**config.mk**
```make
export PLATFORM = sky130hd
export DESIGN_NAME = scnn_compressor
export DESIGN_NICKNAME = d
export VERILOG_FILES = /design/src/rtl/scnn_compressor.sv
export SDC_FILE = /design/constraint.sdc
export NUM_CORES = 1
export LEC_CHECK = 0
export CAP_MARGIN = 5
export CORE_AREA = 4 4 200 202
export CTS_BUF_LIST = sky130_fd_sc_hd__clkbuf_2 sky130_fd_sc_hd__clkbuf_4 sky130_fd_sc_hd__clkbuf_8
export DETAILED_ROUTE_END_ITERATION = 10
export DIE_AREA = 0 0 204 206
export PLACE_DENSITY = 0.74
export SLEW_MARGIN = 10
export SYNTH_ARGS = -nofsm -noshare
export SYNTH_HDL_FRONTEND = slang
export SYNTH_SLANG_ARGS = --single-unit
```
**constraint.sdc**
```tcl
create_clock -name clk -period 19.47 [get_ports clk]
set_clock_uncertainty 0.15 [all_clocks]
set_input_delay 3.894 -clock clk [delete_from_list [all_inputs] [get_ports clk]]
set_output_delay 3.894 -clock clk [all_outputs]
set_load 0.02 [all_outputs]
```
**src/rtl/scnn_compressor.sv**
```systemverilog
// -----------------------------------------------------------------------------
// scnn_compressor
//   Sparse encoder in front of an SCNN processing element. Takes a dense
//   stream of elements, one per cycle, and keeps only the nonzero values. Each
//   kept value is stored with its dense position in a compressed value/index
//   array. A finished frame is held stable until the PE takes it.
//
// Ports
//   clk, rst      : clock; asynchronous active-high reset
//   in_valid      : dense element present on in_data
//   in_ready      : element accepted this cycle (high while collecting)
//   in_data       : dense element, two's complement
//   in_last       : final element of the frame
//   comp_values   : packed nonzero values, entry 0 first, unused entries 0
//   comp_indices  : dense position of each packed value, unused entries 0
//   num_nz        : number of valid packed entries
//   frame_len     : accepted dense elements in the frame (saturating)
//   out_valid     : compressed frame complete and stable
//   out_ready     : PE has captured the frame
//   overflow      : frame had more than MAX_NZ nonzeros or ran out of positions
//
// MAX_NZ must be a multiple of 4 and smaller than 2**IDX_W. The PE fetches
// entries in groups of 4, so the zero padding in unused entries yields zero
// products.
// -----------------------------------------------------------------------------
module scnn_compressor #(
  parameter int MAX_NZ = 16,
  parameter int DATA_W = 16,
  parameter int IDX_W  = 8
) (
  input  logic                           clk,
  input  logic                           rst,
  input  logic                           in_valid,
  output logic                           in_ready,
  input  logic [DATA_W-1:0]              in_data,
  input  logic                           in_last,
  output logic [MAX_NZ-1:0][DATA_W-1:0]  comp_values,
  output logic [MAX_NZ-1:0][IDX_W-1:0]   comp_indices,
  output logic [IDX_W-1:0]               num_nz,
  output logic [IDX_W-1:0]               frame_len,
  output logic                           out_valid,
  input  logic                           out_ready,
  output logic                           overflow
);

  localparam int CNT_W = $clog2(MAX_NZ + 1);
  localparam logic [IDX_W-1:0] POS_MAX = {IDX_W{1'b1}};

  typedef enum logic [0:0] {
    COLLECT = 1'b0,
    HOLD    = 1'b1
  } state_t;

  state_t                         r_state;
  state_t                         w_next_state;
  logic [MAX_NZ-1:0][DATA_W-1:0]  r_values;
  logic [MAX_NZ-1:0][IDX_W-1:0]   r_indices;
  logic [CNT_W-1:0]               r_nz_cnt;
  // The position counter doubles as the saturating frame length: both equal
  // min(accepted beats, 2**IDX_W-1).
  logic [IDX_W-1:0]               r_pos;
  logic                           r_overflow;

  logic w_accept;
  logic w_release;
  logic w_nonzero;
  logic w_has_room;
  logic w_pos_sat;

  assign w_accept   = in_valid && (r_state == COLLECT);
  assign w_release  = out_ready && (r_state == HOLD);
  assign w_nonzero  = (in_data != {DATA_W{1'b0}});
  assign w_has_room = (r_nz_cnt < CNT_W'(MAX_NZ));
  assign w_pos_sat  = (r_pos == POS_MAX);

  // Handshake outputs decode straight from the state register.
  assign in_ready     = (r_state == COLLECT);
  assign out_valid    = (r_state == HOLD);
  assign comp_values  = r_values;
  assign comp_indices = r_indices;
  assign num_nz       = IDX_W'(r_nz_cnt);
  assign frame_len    = r_pos;
  assign overflow     = r_overflow;

  // State register.
  always_ff @(posedge clk or posedge rst) begin
    if (rst) begin
      r_state <= COLLECT;
    end else begin
      r_state <= w_next_state;
    end
  end

  // Next-state logic: the last accepted beat closes the frame, and the PE
  // handshake reopens collection.
  always_comb begin
    w_next_state = r_state;
    case (r_state)
      COLLECT: begin
        if (w_accept && in_last) begin
          w_next_state = HOLD;
        end else begin
          w_next_state = COLLECT;
        end
      end
      HOLD: begin
        if (w_release) begin
          w_next_state = COLLECT;
        end else begin
          w_next_state = HOLD;
        end
      end
      default: w_next_state = COLLECT;
    endcase
  end

  // Compressed arrays, counters and sticky overflow. The release handshake
  // wipes everything, so unused entries are always zero.
  always_ff @(posedge clk or posedge rst) begin
    if (rst) begin
      r_values   <= '0;
      r_indices  <= '0;
      r_nz_cnt   <= '0;
      r_pos      <= '0;
      r_overflow <= 1'b0;
    end else if (w_release) begin
      r_values   <= '0;
      r_indices  <= '0;
      r_nz_cnt   <= '0;
      r_pos      <= '0;
      r_overflow <= 1'b0;
    end else if (w_accept) begin
      if (w_nonzero && w_has_room) begin
        // The slot is selected by comparison. This keeps the write index
        // within the array range.
        for (int i = 0; i < MAX_NZ; i++) begin
          if (CNT_W'(i) == r_nz_cnt) begin
            r_values[i]  <= in_data;
            r_indices[i] <= r_pos;
          end
        end
        r_nz_cnt <= r_nz_cnt + CNT_W'(1);
      end
      // A nonzero element that arrives when the array is full is dropped.
      // If the position counter is already at its top value, the position
      // holds and later elements reuse it. Either case flags the frame.
      if ((w_nonzero && !w_has_room) || w_pos_sat) begin
        r_overflow <= 1'b1;
      end
      if (!w_pos_sat) begin
        r_pos <= r_pos + IDX_W'(1);
      end
    end
  end

endmodule

```
======== Yosys cells after proc, flatten, opt, wreduce, memory -nomap -nowiden ========
Cells that the tools add are included.
word-level totals
  bits in registers ....................... 399
  input bits .............................. 21
  output and inout port bits .............. 403
  word-level logic and storage cells ...... 154
operators by class
  add/sub/neg operators ................... 2
  order comparisons ....................... 1
  equal/unequal tests ..................... 17
  mux-type cells .......................... 50
  bitwise operators ....................... 1
  reduce and logical (&&, ||, !) cells .... 47
operators by type and width
  kind                   number
  $mux W256              3
  $mux W128              3
  $mux W16               16
  $mux W8                19
  $reduce_and A3 Y1      16
  $eq A4 B5 Y1 const A   8
  $reduce_bool A2 Y1     19
  $eq A3 B5 Y1 const A   4
  $reduce_bool A16 Y1    1
  $mux W5                3
  $eq A2 B5 Y1 const A   2
  $add A8 B1 Y8 const B  1
  $eq A8 B8 Y1 const B   1
  $reduce_and A2 Y1      3
  $add A5 B1 Y5 const B  1
  $eq A1 B5 Y1 const A   1
  $logic_and A1 B1 Y1    5
  $logic_not A5 Y1       1
  $lt A5 B5 Y1 const B   1
  $mux W1                5
  $ne A2 B2 Y1 const B   1
  $pmux W1 S2            1
  $logic_not A1 Y1       1
  $logic_or A1 B1 Y1     1
  $not A1 Y1             1

======== Depth between registers and ports, before layout ========
Gate-level depths: netlist of run 1.
  depth in word-level cells ............... 7
  mapped depth ............................ 7
  mapped depth without buffers ............ 5

======== Least setup slack after synthesis of run 1 ========
OpenSTA, ideal clock, no wires.
  path type ............................... input-to-reg
  start ................................... in in_data[6]
  end ..................................... reg r_indices, in the netlist comp_indices[15]
  setup time .............................. 0.080 ns
  data arrival time ....................... 5.207 ns
  data required time ...................... 19.240 ns
  path slack .............................. 14.033 ns
  stages on the path ...................... 6
  path buffers ............................ 2
  cells stage by stage .................... nor4_2 -> nand4_4 -> buf_6 -> nand4_4 -> buf_12 -> mux2i_1
between the ends
  longest elaborated chain between the ends .. 4
RTL lines
  element                          RTL line  text
  from (decl)                      35        input logic [DATA_W-1:0] in_data,
  $reduce_bool A16 Y1              72        assign w_nonzero = (in_data != {DATA_W{1'b0}});
  $logic_and A1 B1 Y1              133       if (w_nonzero && w_has_room) begin
  $reduce_bool A2 Y1 (no line)     -
  $reduce_and A3 Y1 (no line)      -
  to (signal, indexed assignment)  139       r_indices[i] <= r_pos;
  to (decl)                        57        logic [MAX_NZ-1:0][IDX_W-1:0] r_indices;
Every way passes these cells.
A chain may end at the register's enable or synchronous reset.

======== Worst setup path after layout of run 1 ========
  start ................................... in out_ready
  end ..................................... reg r_values, in the netlist comp_values[36]
between the ends
  longest elaborated chain between the ends .. 3
  elaborated cells between the ends (all ways) .. 6
  those cells by class .................... mux (1); reduce/logical (5)
RTL lines
  element                          RTL line  text
  from (decl)                      42        input logic out_ready,
  $logic_and A1 B1 Y1 (*)          71        assign w_release = out_ready && (r_state == HOLD);
  $reduce_bool A2 Y1 (no line)     -
  $reduce_and A3 Y1 (no line)      -
  to (signal, indexed assignment)  138       r_values[i] <= in_data;
  to (decl)                        56        logic [MAX_NZ-1:0][DATA_W-1:0] r_values;
Mark *: on every way between the ends. The rest lies on a longest branch, timed or not.

==> results of run 1 <==
tightest hold or removal path, delay by kind of cell, from the launching register on:
family	cells	cell delay [ns]
mux	1	0.06
flops	1	0.37
simple gates	1	0.06
cell type report:
cell class | count | area share, %
well taps | 518 | 2.86
inverters | 6 | 0.133
flip-flops and latches | 399 | 44.1
repair buffers | 426 | 18.8
clock inverters | 9 | 0.365
clock buffers | 114 | 6.13
multi-input cells | 884 | 27.6
layout by cell type (no fill, tap or decap), drive strengths merged, types with 4 or more instances in the layout:
cell and instances:
clkdlybuf4s50 420, nand2 417, dfrtp 399, mux2i 390, clkbuf 114, nand4 17, inv 8, nand3 8
nor2 7, ha 6, buf 6, o21ai 5, nor4 5, and3 4, a21oi 4, clkinv 4
logic make-up (layout without fill, tap and decap cells):
family | count (synthesis) | after routing | share of synthesized area [%]
and+or+nand+nor | 468 | 468 | 12.5
DFF | 399 | 399 | 58.5
muxes | 390 | 390 | 22.9
buffers and inverters | 118 | 555 | 5.03
AOI/OAI and AO/OA | 17 | 17 | 0.630
adders and majority gates | 6 | 6 | 0.440
other | 1 | 3 | 0.0220
power groups by stage:
| stage | logic (mW) | clock network [mW] | registers, mW |
|---|---|---|---|
| 2_1_floorplan | 0.237 | 0 | 1.12 |
| 3_3_place_gp | 0.638 | 0 | 1.01 |
| 3_5_place_dp | 0.648 | 0 | 1.01 |
| 4_1_cts | 0.651 | 0.821 | 0.998 |
| 5_1_grt | 0.680 | 0.862 | 1.01 |
| 6_report | 0.643 | 0.804 | 0.998 |
registers in the layout (all words and copies together), names as in the netlist:
name	count
comp_values	256
comp_indices	128
frame_len	8
r_nz_cnt	5
out_valid	1
overflow	1
worst paths after layout:
kind	start	to	slack [ns]	cells after the start
setup / recovery	out_ready	comp_values[36]	11.97	6
hold / removal	comp_values[33]	comp_values[33]	0.37	2
setup reg to reg	out_valid	comp_values[36]	15.26	5
hold reg to reg	comp_values[33]	comp_values[33]	0.37	2
max in group asynchronous	rst	comp_values[107]	12.96	4
min in group asynchronous	rst	comp_values[178]	3.72	2
per-layer routing:
layer  share of wire (%)  GRT usage [%]
met1                  42           33.1
met2                  48           40.8
met3                 7.0           6.50
met4                 3.3           9.50
met5                   0              0
==> results.rst, run 1 <==
.. list-table::
   :header-rows: 1

   * - Metric
     - Value
   * - Worst Setup Path Type
     - input pin to flop
   * - Count of pins over their slew limit
     - 0
   * - Number of antenna violations at the first check in global routing
     - 0
   * - Boundary Pins
     - roughly 420
   * - Count of state elements after synthesis
     - between 300 and 400
   * - Largest stage delay, worst path
     - 0.88 ns
   * - Predominant post-synthesis flop cell
     - sky130_fd_sc_hd__dfrtp_1
   * - Number of global-route vias before repair
     - between 10,000 and 15,000
   * - Cts-stage hold buffer count
     - 0
   * - Distinct cell type count after synthesis
     - 38
   * - Final design instance area without fill
     - between 0.02 and 0.025 mm^2
   * - Post-detailed-route DRC marker count
     - 0
   * - Area of combinational cells with multiple inputs
     - 0.00624 mm^2
   * - Mapped Area
     - around 0.017 mm^2
   * - Fill cell instance count of the final layout
     - between 3,000 and 4,000
   * - Worst min-delay path class
     - flop to flop
   * - Post-detailed-placement cell area
     - roughly 0.021 mm^2
   * - CTS tree
     - done
   * - Clock network fraction of design power
     - roughly a third
   * - Cell chain of the critical path
     - clkdlybuf4s50_1 -> nand2_4 -> buf_12 -> buf_4 -> nand2_1 -> mux2i_1
   * - Biggest area contributors in the synthesized netlist
     - sky130_fd_sc_hd__dfrtp_1 58%, sky130_fd_sc_hd__mux2i_1 23%, sky130_fd_sc_hd__nand2_1 9.2%
   * - Finished Layout Cells
     - 2,356
   * - Internal Dissipation
     - about 1.6 mW
   * - First-pass GRT wire length
     - 80,800 um
   * - Die X-Extent
     - about 200 um
   * - P&R area growth vs syn
     - 32.6%
   * - Routed len/inst
     - ~23 um
   * - HPWL after detailed placement
     - approximately 35,000 um
   * - Fraction of the cycle the final worst path needs
     - 38.5%
   * - Initial DRT Pass Iterations
     - 5
   * - Slew at the pin closest to its max-slew limit
     - approximately 1.2 ns
   * - Worst path arrival time
     - 7.85 ns
   * - Slowest cell on the critical path
     - sky130_fd_sc_hd__buf_4
   * - Die height
     - just over 200 um
   * - Cell Rows
     - 72
   * - Number of input and output port buffers inserted
     - 420
   * - Setup repair after global routing missed its margin
     - false
   * - Post-synthesis area per instance
     - about 12 um^2
   * - Final critical-path required period
     - between 7 and 8 ns
   * - Share of synthesized flip-flops with an asynchronous set or reset
     - 100%
   * - Critical Path End Type
     - flop
   * - Effective utilization at floorplan
     - around 45%
   * - Sequential cell area in the final layout
     - between 0.009 and 0.01 mm^2
   * - Setup slack at placement
     - 11.32 ns
   * - Core area
     - 0.0383 mm^2
   * - Fraction of final layout cells sized beyond drive strength 1
     - 8.43%
   * - Total net switching power
     - 798 uW
   * - Final Hold Vio Count
     - 0
   * - Final GP Congestion
     - around 0.8
   * - Total routing usage reported by global routing
     - between 20% and 30%
   * - Tot Pwr
     - between 2 and 2.5 mW
   * - Final setup violation count
     - 0
   * - Worst Setup Start Kind
     - input pin
   * - Area enclosed by the die boundary
     - approximately 0.042 mm^2
   * - Pleak
     - between 10 and 15 nW
   * - Most area-hungry cell type in the Yosys netlist
     - sky130_fd_sc_hd__dfrtp_1
   * - Number of clock buffers inserted by TritonCTS
     - 69
   * - Maximum buffer depth of the clock tree
     - 3
   * - Number of warnings issued by yosys
     - 0
   * - Largest net degree at the start of global routing
     - roughly 240
   * - Total via count in the routed design
     - 12,200
   * - DRC violation total after the first TritonRoute iteration
     - 828
   * - Bufs and invs on worst path
     - 3
   * - Comb pwr share
     - a little over a quarter
   * - Rel. slew slack
     - roughly a fifth
   * - Insertion delay of the later-clocked pin in the worst-skew pair
     - about 0.6 ns
   * - CP max FO
     - between 200 and 250
   * - Largest delay share family, worst path
     - buffers and inverters
   * - Setup ws final
     - 11.97 ns
   * - Required arrival time at the worst endpoint
     - roughly 20 ns
   * - Count of mapped cells out of synthesis
     - around 1,400
   * - Drt total wl
     - between 50,000 and 60,000 um
   * - Sequential share of power
     - 40.8%
   * - # Post-CTS Setup Buffers
     - 0
   * - Synth top cells by count
     - 417 x sky130_fd_sc_hd__nand2_1, 399 x sky130_fd_sc_hd__dfrtp_1, 390 x sky130_fd_sc_hd__mux2i_1
   * - Switching share of power
     - 32.6%
   * - DR vias/cell
     - 5.18
   * - Share of the synthesized area in the top cell type
     - roughly three fifths
   * - Sequential share of the synthesized area
     - around three fifths
   * - Count of flip-flops with a built-in enable after synthesis
     - 0
   * - Overflow left after global routing
     - 0
   * - Post-Place Cells
     - between 2,000 and 2,500
   * - IR drop worst, VDD
     - approximately 0.00006 V
   * - Setup TNS Final
     - 0 ns
   * - Register clock-pin slew on the reported worst setup and hold paths
     - ~0.06 ns
   * - H-tree levels
     - 3
   * - Power density over cell area
     - approximately 110 mW/mm^2
   * - Number of sinks handled by clock tree synthesis
     - 399
   * - Dominant cell by count in the synthesized netlist
     - sky130_fd_sc_hd__nand2_1
   * - Maxcap violations
     - 0
   * - Antenna diode count
     - 0
   * - Root Driver
     - sky130_fd_sc_hd__clkbuf_8
   * - Post-cts repair resize count
     - 0
   * - Antenna-violating nets left
     - 0
   * - Run status
     - complete, no violations
   * - Final Net Count
     - 1,813
   * - Final design utilization
     - between 50% and 60%
   * - Achievable clock frequency
     - roughly 130 MHz
   * - Tightest hold margin
     - roughly 0.37 ns
No activity file was read; power rests on OpenSTA's default activity.
==> run 2, diff against run 1 <==
Clock period 19.47 ns to 7.83 ns, I/O delays scaled along.
==> run 2 against run 1 <==
Critical path depth fell by 1. First-iteration DRC count fell by 16%. Core utilization rose by 0.082 points. Sequential power rose by 150%. Critical path type unchanged. Highest routed layer unchanged.
==> results.rst, run 2 (synthesized netlist as in run 1, its figures left out) <==
.. list-table::
   :header-rows: 1

   * - Metric
     - Value
   * - Critical Path End Type
     - flop
   * - Largest stage delay, worst path
     - 0.71 ns (-0.17 ns)
   * - Fraction of final layout cells sized beyond drive strength 1
     - 8.58% (+0.15 points)
   * - Post-cts repair resize count
     - 0 (unchanged)
   * - Antenna-violating nets left
     - 0 (unchanged)
   * - Post-Place Cells
     - 2,235 (+0.090%)
   * - Required arrival time at the worst endpoint
     - 8.18 ns (-11.65 ns)
   * - Number of global-route vias before repair
     - 12,600 (-1.5%)
   * - Maxcap violations
     - 0 (unchanged)
   * - DRC violation total after the first TritonRoute iteration
     - 692 (-16%)
   * - Fill cell instance count of the final layout
     - 3,210 (+2.1%)
   * - Power density over cell area
     - 268 mW/mm^2 (+150%)
   * - Finished Layout Cells
     - 2,359 (+0.13%)
   * - Fraction of the cycle the final worst path needs
     - roughly 52%
   * - First-pass GRT wire length
     - 81,000 um (+0.23%)
   * - Achievable clock frequency
     - 246 MHz
   * - Root Driver
     - sky130_fd_sc_hd__clkbuf_8
   * - Cell Rows
     - 72 (unchanged)
   * - Worst min-delay path class
     - flop to flop
   * - Slowest cell on the critical path
     - sky130_fd_sc_hd__nand2_1
   * - Count of pins over their slew limit
     - 0 (unchanged)
   * - Setup TNS Final
     - 0 ns (unchanged)
   * - Total routing usage reported by global routing
     - 25.5% (+0.26 points)
   * - Die X-Extent
     - 204 um (unchanged)
   * - Effective utilization at floorplan
     - 44.6% (unchanged)
   * - Largest net degree at the start of global routing
     - 204 (-16%)
   * - P&R area growth vs syn
     - 32.8%
   * - Number of sinks handled by clock tree synthesis
     - 399 (unchanged)
   * - Pleak
     - 12.3 nW (about the same)
   * - Setup slack at placement
     - 3.14 ns (-8.18 ns)
   * - Area enclosed by the die boundary
     - 0.0420 mm^2 (unchanged)
   * - Worst Setup Start Kind
     - input pin
   * - IR drop worst, VDD
     - 0.000206 V (+250%)
   * - Final GP Congestion
     - 0.804 (-2.0%)
   * - Switching share of power
     - 33.1% (+0.44 points)
   * - Drt total wl
     - 54,500 um (+1.2%)
   * - Final setup violation count
     - 0 (unchanged)
   * - Final Hold Vio Count
     - 0 (unchanged)
   * - Commonest cells after routing, fill and taps aside
     - 420 x sky130_fd_sc_hd__clkdlybuf4s50_1, 416 x sky130_fd_sc_hd__nand2_1, 399 x sky130_fd_sc_hd__dfrtp_1
   * - Boundary Pins
     - 424 (unchanged)
   * - Number of input and output port buffers inserted
     - 420 (unchanged)
   * - R2R Setup Slk
     - 4.77 ns (-10.49 ns)
   * - Final critical-path required period
     - a little over 4 ns
   * - Clock network fraction of design power
     - 32.8% (about the same)
   * - Final Net Count
     - 1,814 (+0.055%)
   * - Setup ws final
     - 3.77 ns (-8.21 ns)
   * - Maximum buffer depth of the clock tree
     - 3 (unchanged)
   * - Internal Dissipation
     - 4.07 mW (+150%)
   * - Number of clock buffers inserted by TritonCTS
     - 68 (-1.4%)
   * - H-tree levels
     - 3 (unchanged)
   * - Cts-stage hold buffer count
     - 0 (unchanged)
   * - Total via count in the routed design
     - 12,200 (+0.14%)
   * - Total net switching power
     - 2.01 mW (+150%)
   * - CP max FO
     - 64 (-73%)
   * - Post-detailed-route DRC marker count
     - 0 (unchanged)
   * - Sequential share of power
     - 40.8% (about the same)
   * - Cell chain of the critical path
     - clkdlybuf4s50_1 -> nand2_4 -> buf_4 -> nand2_1 -> mux2i_1
   * - Slew at the pin closest to its max-slew limit
     - 1.15 ns (-0.0342 ns)
   * - Rel. slew slack
     - 22.8% (+2.3 points)
   * - Most common library cell in the layout ignoring fill and taps
     - sky130_fd_sc_hd__clkdlybuf4s50_1
   * - Flip-flop count of the largest register, all copies and words added
     - 256 (unchanged)
   * - Register clock-pin slew on the reported worst setup and hold paths
     - 0.06 ns (about the same)
   * - DR vias/cell
     - 5.18 (about the same)
   * - CTS tree
     - done
   * - Final design instance area without fill
     - 0.0227 mm^2 (+0.14%)
   * - Number of antenna violations at the first check in global routing
     - 0 (unchanged)
   * - Routed len/inst
     - 23.1 um (+1.0%)
   * - Core area
     - 0.0383 mm^2 (unchanged)
   * - Comb pwr share
     - 26.4% (about the same)
   * - HPWL after detailed placement
     - 35,700 um (+1.2%)
   * - Worst Setup Path Type
     - input pin to flop
   * - Post-detailed-placement cell area
     - 0.0212 mm^2 (+0.17%)
   * - Initial DRT Pass Iterations
     - 4 (-1)
   * - Worst path arrival time
     - 4.41 ns (-3.44 ns)
   * - Insertion delay of the later-clocked pin in the worst-skew pair
     - 0.60 ns (about the same)
   * - Die height
     - 206 um (unchanged)
   * - # Post-CTS Setup Buffers
     - 0 (unchanged)
   * - Run status
     - complete, no violations
   * - Setup repair after global routing missed its margin
     - false
   * - Overflow left after global routing
     - 0 (unchanged)
   * - Antenna diode count
     - 0 (unchanged)
-- run 2: cell count changes in the layout (fill, tap and decap cells not counted) --
| cell | previous run | this run |
|---|---|---|
| sky130_fd_sc_hd__clkbuf_4 | 29 | 23 |
| sky130_fd_sc_hd__clkinvlp_4 | 2 | 8 |
| sky130_fd_sc_hd__clkinv_2 | 4 | 8 |
| sky130_fd_sc_hd__buf_12 | 1 | 3 |
| sky130_fd_sc_hd__inv_6 | 2 | 0 |
| sky130_fd_sc_hd__inv_8 | 1 | 0 |
-- run 2: worst paths after layout --
| check | endpoint | start | cells after the start |
|---|---|---|---|
| min in group asynchronous | comp_values[197] | rst | 3 |
| worst max-delay path | comp_values[126] | out_ready | 5 |
| worst min register to register | comp_values[18] | comp_values[18] | 2 |
| worst min-delay path | comp_values[18] | comp_values[18] | 2 |
| worst max register to register | comp_values[126] | out_valid | 4 |
| max in group asynchronous | comp_values[78] | rst | 4 |
-- run 2: critical path: cells and delay by family --
family / cells / cell delay, ns
buffers and inverters: 2 / 1.17
multiplexers: 1 / 0.36
AND/OR/NAND/NOR: 2 / 1.27
-- run 2: area by class of cell --
cell class	count	area, um^2	area share [%]
Clock buffer	108	1340	5.92
Clock inverter	16	123	0.541
Inverter	6	26.3	0.116
Multi-Input combinational cell	884	6240	27.5
Sequential cell	399	9980	44.0
Tap cell	518	648	2.86
Timing Repair Buffer	428	4300	19.0
-- run 2: power by group through the flow --
stage / registers, mW / logic, mW / clock network (mW)
floorplan: 2.79 / 0.591 / 0
global placement: 2.51 / 1.59 / 0
detailed placement: 2.51 / 1.62 / 0
CTS: 2.48 / 1.62 / 2.04
global route: 2.51 / 1.70 / 2.14
finish: 2.48 / 1.61 / 2.00
-- run 2: per-stage QoR --
step / hold slack [ns] / util (%) / power [mW]
after floorplan: 0.463 / - / 3.38
after global placement: 0.356 / 55.4 / 4.10
after detailed placement: 0.370 / 55.4 / 4.13
after CTS: 0.378 / 59.2 / 6.14
after global routing: 0.394 / 59.2 / 6.35
final: 0.374 / 59.2 / 6.09
-- run 2: layer usage --
layer  up-vias  track usage [%]  share of wire, %
met5         -                0                 0
met4         0             10.4               3.9
met3        96             6.72               7.3
met2       467             40.2                47
met1      6193             33.9                42
li1       5458                -                 -
==> run 3, diff against run 2 <==
Settings changed: PLACE_DENSITY 0.74 to 0.76.
Clock period 7.83 ns to 3.7 ns, I/O delays scaled along.
==> run 3 against run 2 <==
Clock power is 96% higher. Routed wire length up 0.51%. Register-to-register slack lost 3.6 ns. Combinational power increased by 120%. First-iteration DRC count rose by 20%. Total power rose by 110%. Worst hold slack got worse by 0.095 ns. Via count is 2.1% higher. Largest power group unchanged.
==> results.rst, run 3 (synthesized netlist as in run 1, its figures left out) <==
.. list-table::
   :header-rows: 1

   * - Metric
     - Value
   * - Run status
     - complete, no violations
   * - Effective utilization at floorplan
     - 44.6% (unchanged)
   * - Fraction of the cycle the final worst path needs
     - about three quarters
   * - Critical Path Start
     - out_ready
   * - Setup repair after global routing missed its margin
     - false
   * - DRC violation total after the first TritonRoute iteration
     - 828 (+20%)
   * - Boundary Pins
     - 424 (unchanged)
   * - Fill cell instance count of the final layout
     - 3,087 (-3.8%)
   * - Worst Setup Start Kind
     - input pin
   * - Register clock-pin slew on the reported worst setup and hold paths
     - 0.06 ns (about the same)
   * - CP most frequent cell
     - sky130_fd_sc_hd__mux2i_1
   * - Largest stage delay, worst path
     - 0.58 ns (-0.13 ns)
   * - Routed len/inst
     - 22.8 um (-1.0%)
   * - Flip-flop count of the largest register, all copies and words added
     - 256 (unchanged)
   * - Reg2reg path depth
     - 5 (+1)
   * - Cell chain of the critical path
     - clkdlybuf4s50_1 -> mux2i_1 -> nor2_4 -> buf_4 -> nand4_4 -> mux2i_1
   * - Number of antenna violations at the first check in global routing
     - 1 (+1)
   * - DR vias/cell
     - 5.20 (+0.48%)
   * - Antenna diode count
     - 0 (unchanged)
   * - Final Hold Vio Count
     - 0 (unchanged)
   * - Number of sinks handled by clock tree synthesis
     - 399 (unchanged)
   * - Post-cts repair resize count
     - 0 (unchanged)
   * - Die height
     - 206 um (unchanged)
   * - Maximum buffer depth of the clock tree
     - 3 (unchanged)
   * - Maxcap violations
     - 0 (unchanged)
   * - Total via count in the routed design
     - 12,500 (+2.1%)
   * - Achievable clock frequency
     - 360 MHz
   * - Worst min-delay path class
     - input pin to asynchronous set/reset pin
   * - R2R Setup Slk
     - 1.12 ns (-3.65 ns)
   * - Cts-stage hold buffer count
     - 0 (unchanged)
   * - Met2 layer usage reported by global route
     - 40.1% (-0.071 points)
   * - P&R area growth vs syn
     - 34.6%
   * - Number of clock buffers inserted by TritonCTS
     - 67 (-1.5%)
   * - HPWL after detailed placement
     - 37,300 um (+4.4%)
   * - Final GP Congestion
     - 0.827 (+2.8%)
   * - IR drop worst, VDD
     - 0.000258 V (+25%)
   * - CP max FO
     - 24 (-63%)
   * - Critical R2R Capture
     - comp_values[64]
   * - Tot Pwr
     - 12.7 mW (+110%)
   * - Area enclosed by the die boundary
     - 0.0420 mm^2 (unchanged)
   * - Insertion delay of the later-clocked pin in the worst-skew pair
     - 0.60 ns (about the same)
   * - # Post-CTS Setup Buffers
     - 0 (unchanged)
   * - Rel. slew slack
     - 47.9% (+25 points)
   * - Worst path arrival time
     - 3.13 ns (-1.28 ns)
   * - Die X-Extent
     - 204 um (unchanged)
   * - Number of input and output port buffers inserted
     - 420 (unchanged)
   * - Post-detailed-placement cell area
     - 0.0217 mm^2 (+2.2%)
   * - Final Net Count
     - 1,861 (+2.6%)
   * - Total routing usage reported by global routing
     - 25.5% (-0.042 points)
   * - Final setup violation count
     - 0 (unchanged)
   * - Drt total wl
     - 54,700 um (+0.51%)
   * - Slowest cell on the critical path
     - sky130_fd_sc_hd__clkdlybuf4s50_1
   * - Required arrival time at the worst endpoint
     - 4.05 ns (-4.13 ns)
   * - Number of global-route vias before repair
     - 13,000 (+3.4%)
   * - Most common library cell in the layout ignoring fill and taps
     - sky130_fd_sc_hd__clkdlybuf4s50_1
   * - Initial DRT Pass Iterations
     - 5 (+1)
   * - Critical Path End Type
     - flop
   * - CTS tree
     - done
   * - Pleak
     - 12.5 nW (+1.7%)
   * - Final design instance area without fill
     - 0.0230 mm^2 (+1.4%)
   * - Count of pins over their slew limit
     - 0 (unchanged)
   * - Setup TNS Final
     - 0 ns (unchanged)
   * - Antenna-violating nets left
     - 0 (unchanged)
   * - Largest net degree at the start of global routing
     - 136 (-33%)
   * - Most Used Layer, Global Route
     - met2
   * - R2r startpoint
     - out_valid
   * - Root Driver
     - sky130_fd_sc_hd__clkbuf_8
   * - Overflow left after global routing
     - 0 (unchanged)
   * - Power density over cell area
     - 553 mW/mm^2 (+110%)
   * - Worst Setup Path Type
     - input pin to flop
   * - Cell Rows
     - 72 (unchanged)
   * - Final critical-path required period
     - 2.78 ns
   * - Global Route met1 Usage
     - 32.8% (-1.1 points)
   * - Tightest hold margin
     - 0.279 ns (-0.0948 ns)
   * - Final design utilization
     - 60.0% (+0.81 points)
   * - H-tree levels
     - 3 (unchanged)
   * - Post-detailed-route DRC marker count
     - 0 (unchanged)
   * - Core area
     - 0.0383 mm^2 (unchanged)
   * - Fraction of final layout cells sized beyond drive strength 1
     - 10.4% (+1.8 points)
   * - First-pass GRT wire length
     - 81,100 um (+0.14%)
   * - Commonest cells after routing, fill and taps aside
     - 420 x sky130_fd_sc_hd__clkdlybuf4s50_1, 416 x sky130_fd_sc_hd__nand2_1, 399 x sky130_fd_sc_hd__dfrtp_1
   * - GRT met3 Usage
     - 7.12% (+0.41 points)
   * - Slew at the pin closest to its max-slew limit
     - 0.780 ns (-0.375 ns)
==> run 3: cell types whose count changed in the layout (fill, tap and decap cells not counted), moves of 3 or more <==
cell	delta
sky130_fd_sc_hd__buf_12	+8
sky130_fd_sc_hd__inv_6	+3
sky130_fd_sc_hd__buf_4	+40
sky130_fd_sc_hd__clkinv_2	-5
sky130_fd_sc_hd__clkbuf_4	+6
sky130_fd_sc_hd__clkinvlp_4	-5
sky130_fd_sc_hd__clkbuf_8	-10
==> run 3: worst max path at each step <==
| stage | end | slack, ns |
|---|---|---|
| final | comp_values[64] | 0.92 |
| after global routing | comp_values[65] | 0.79 |
| after CTS | in_ready | 0.91 |
| after detailed placement | comp_values[70] | 0.34 |
| after global placement | comp_indices[37] | 0.40 |
| after floorplan | comp_indices[0] | -2.56 |
==> run 3: critical path: cells and delay by family <==
| family | cells | cell delay (ns) |
|---|---|---|
| simple gates | 2 | 0.98 |
| mux | 2 | 0.56 |
| buf+inv | 2 | 0.83 |
==> run 3: power by group <==
| part | internal (mW) | switching (mW) |
|---|---|---|
| Combinational | 1.45 | 2.03 |
| Sequential | 4.89 | 0.421 |
| Clock | 2.15 | 1.78 |
==> run 3: metal layers <==
layer	wire length [um]	share of wire [%]	vias to the layer above
met3	4240	7.7	133
met5	13	0.024	-
met2	25700	47	495
li1	-	-	5529
met4	2420	4.4	2
met1	22400	41	6306
==> run 3: through the flow <==
| step | instances | worst slack [ns] |
|---|---|---|
| floorplan | 1401 | -2.56 |
| global placement | 2283 | 0.399 |
| detailed placement | 2283 | 0.344 |
| CTS | 2396 | 0.914 |
| global route | 2396 | 0.790 |
| finish | 2396 | 0.919 |
==> run 3: area by class of cell <==
class | instances | area [um^2] | area share [%]
Sequential cell | 399 | 9980 | 43.4
Multi-Input combinational cell | 884 | 6240 | 27.2
Clock inverter | 9 | 65.1 | 0.283
Inverter | 6 | 26.3 | 0.114
Timing Repair Buffer | 476 | 4760 | 20.7
Clock buffer | 104 | 1250 | 5.44
Tap cell | 518 | 648 | 2.82
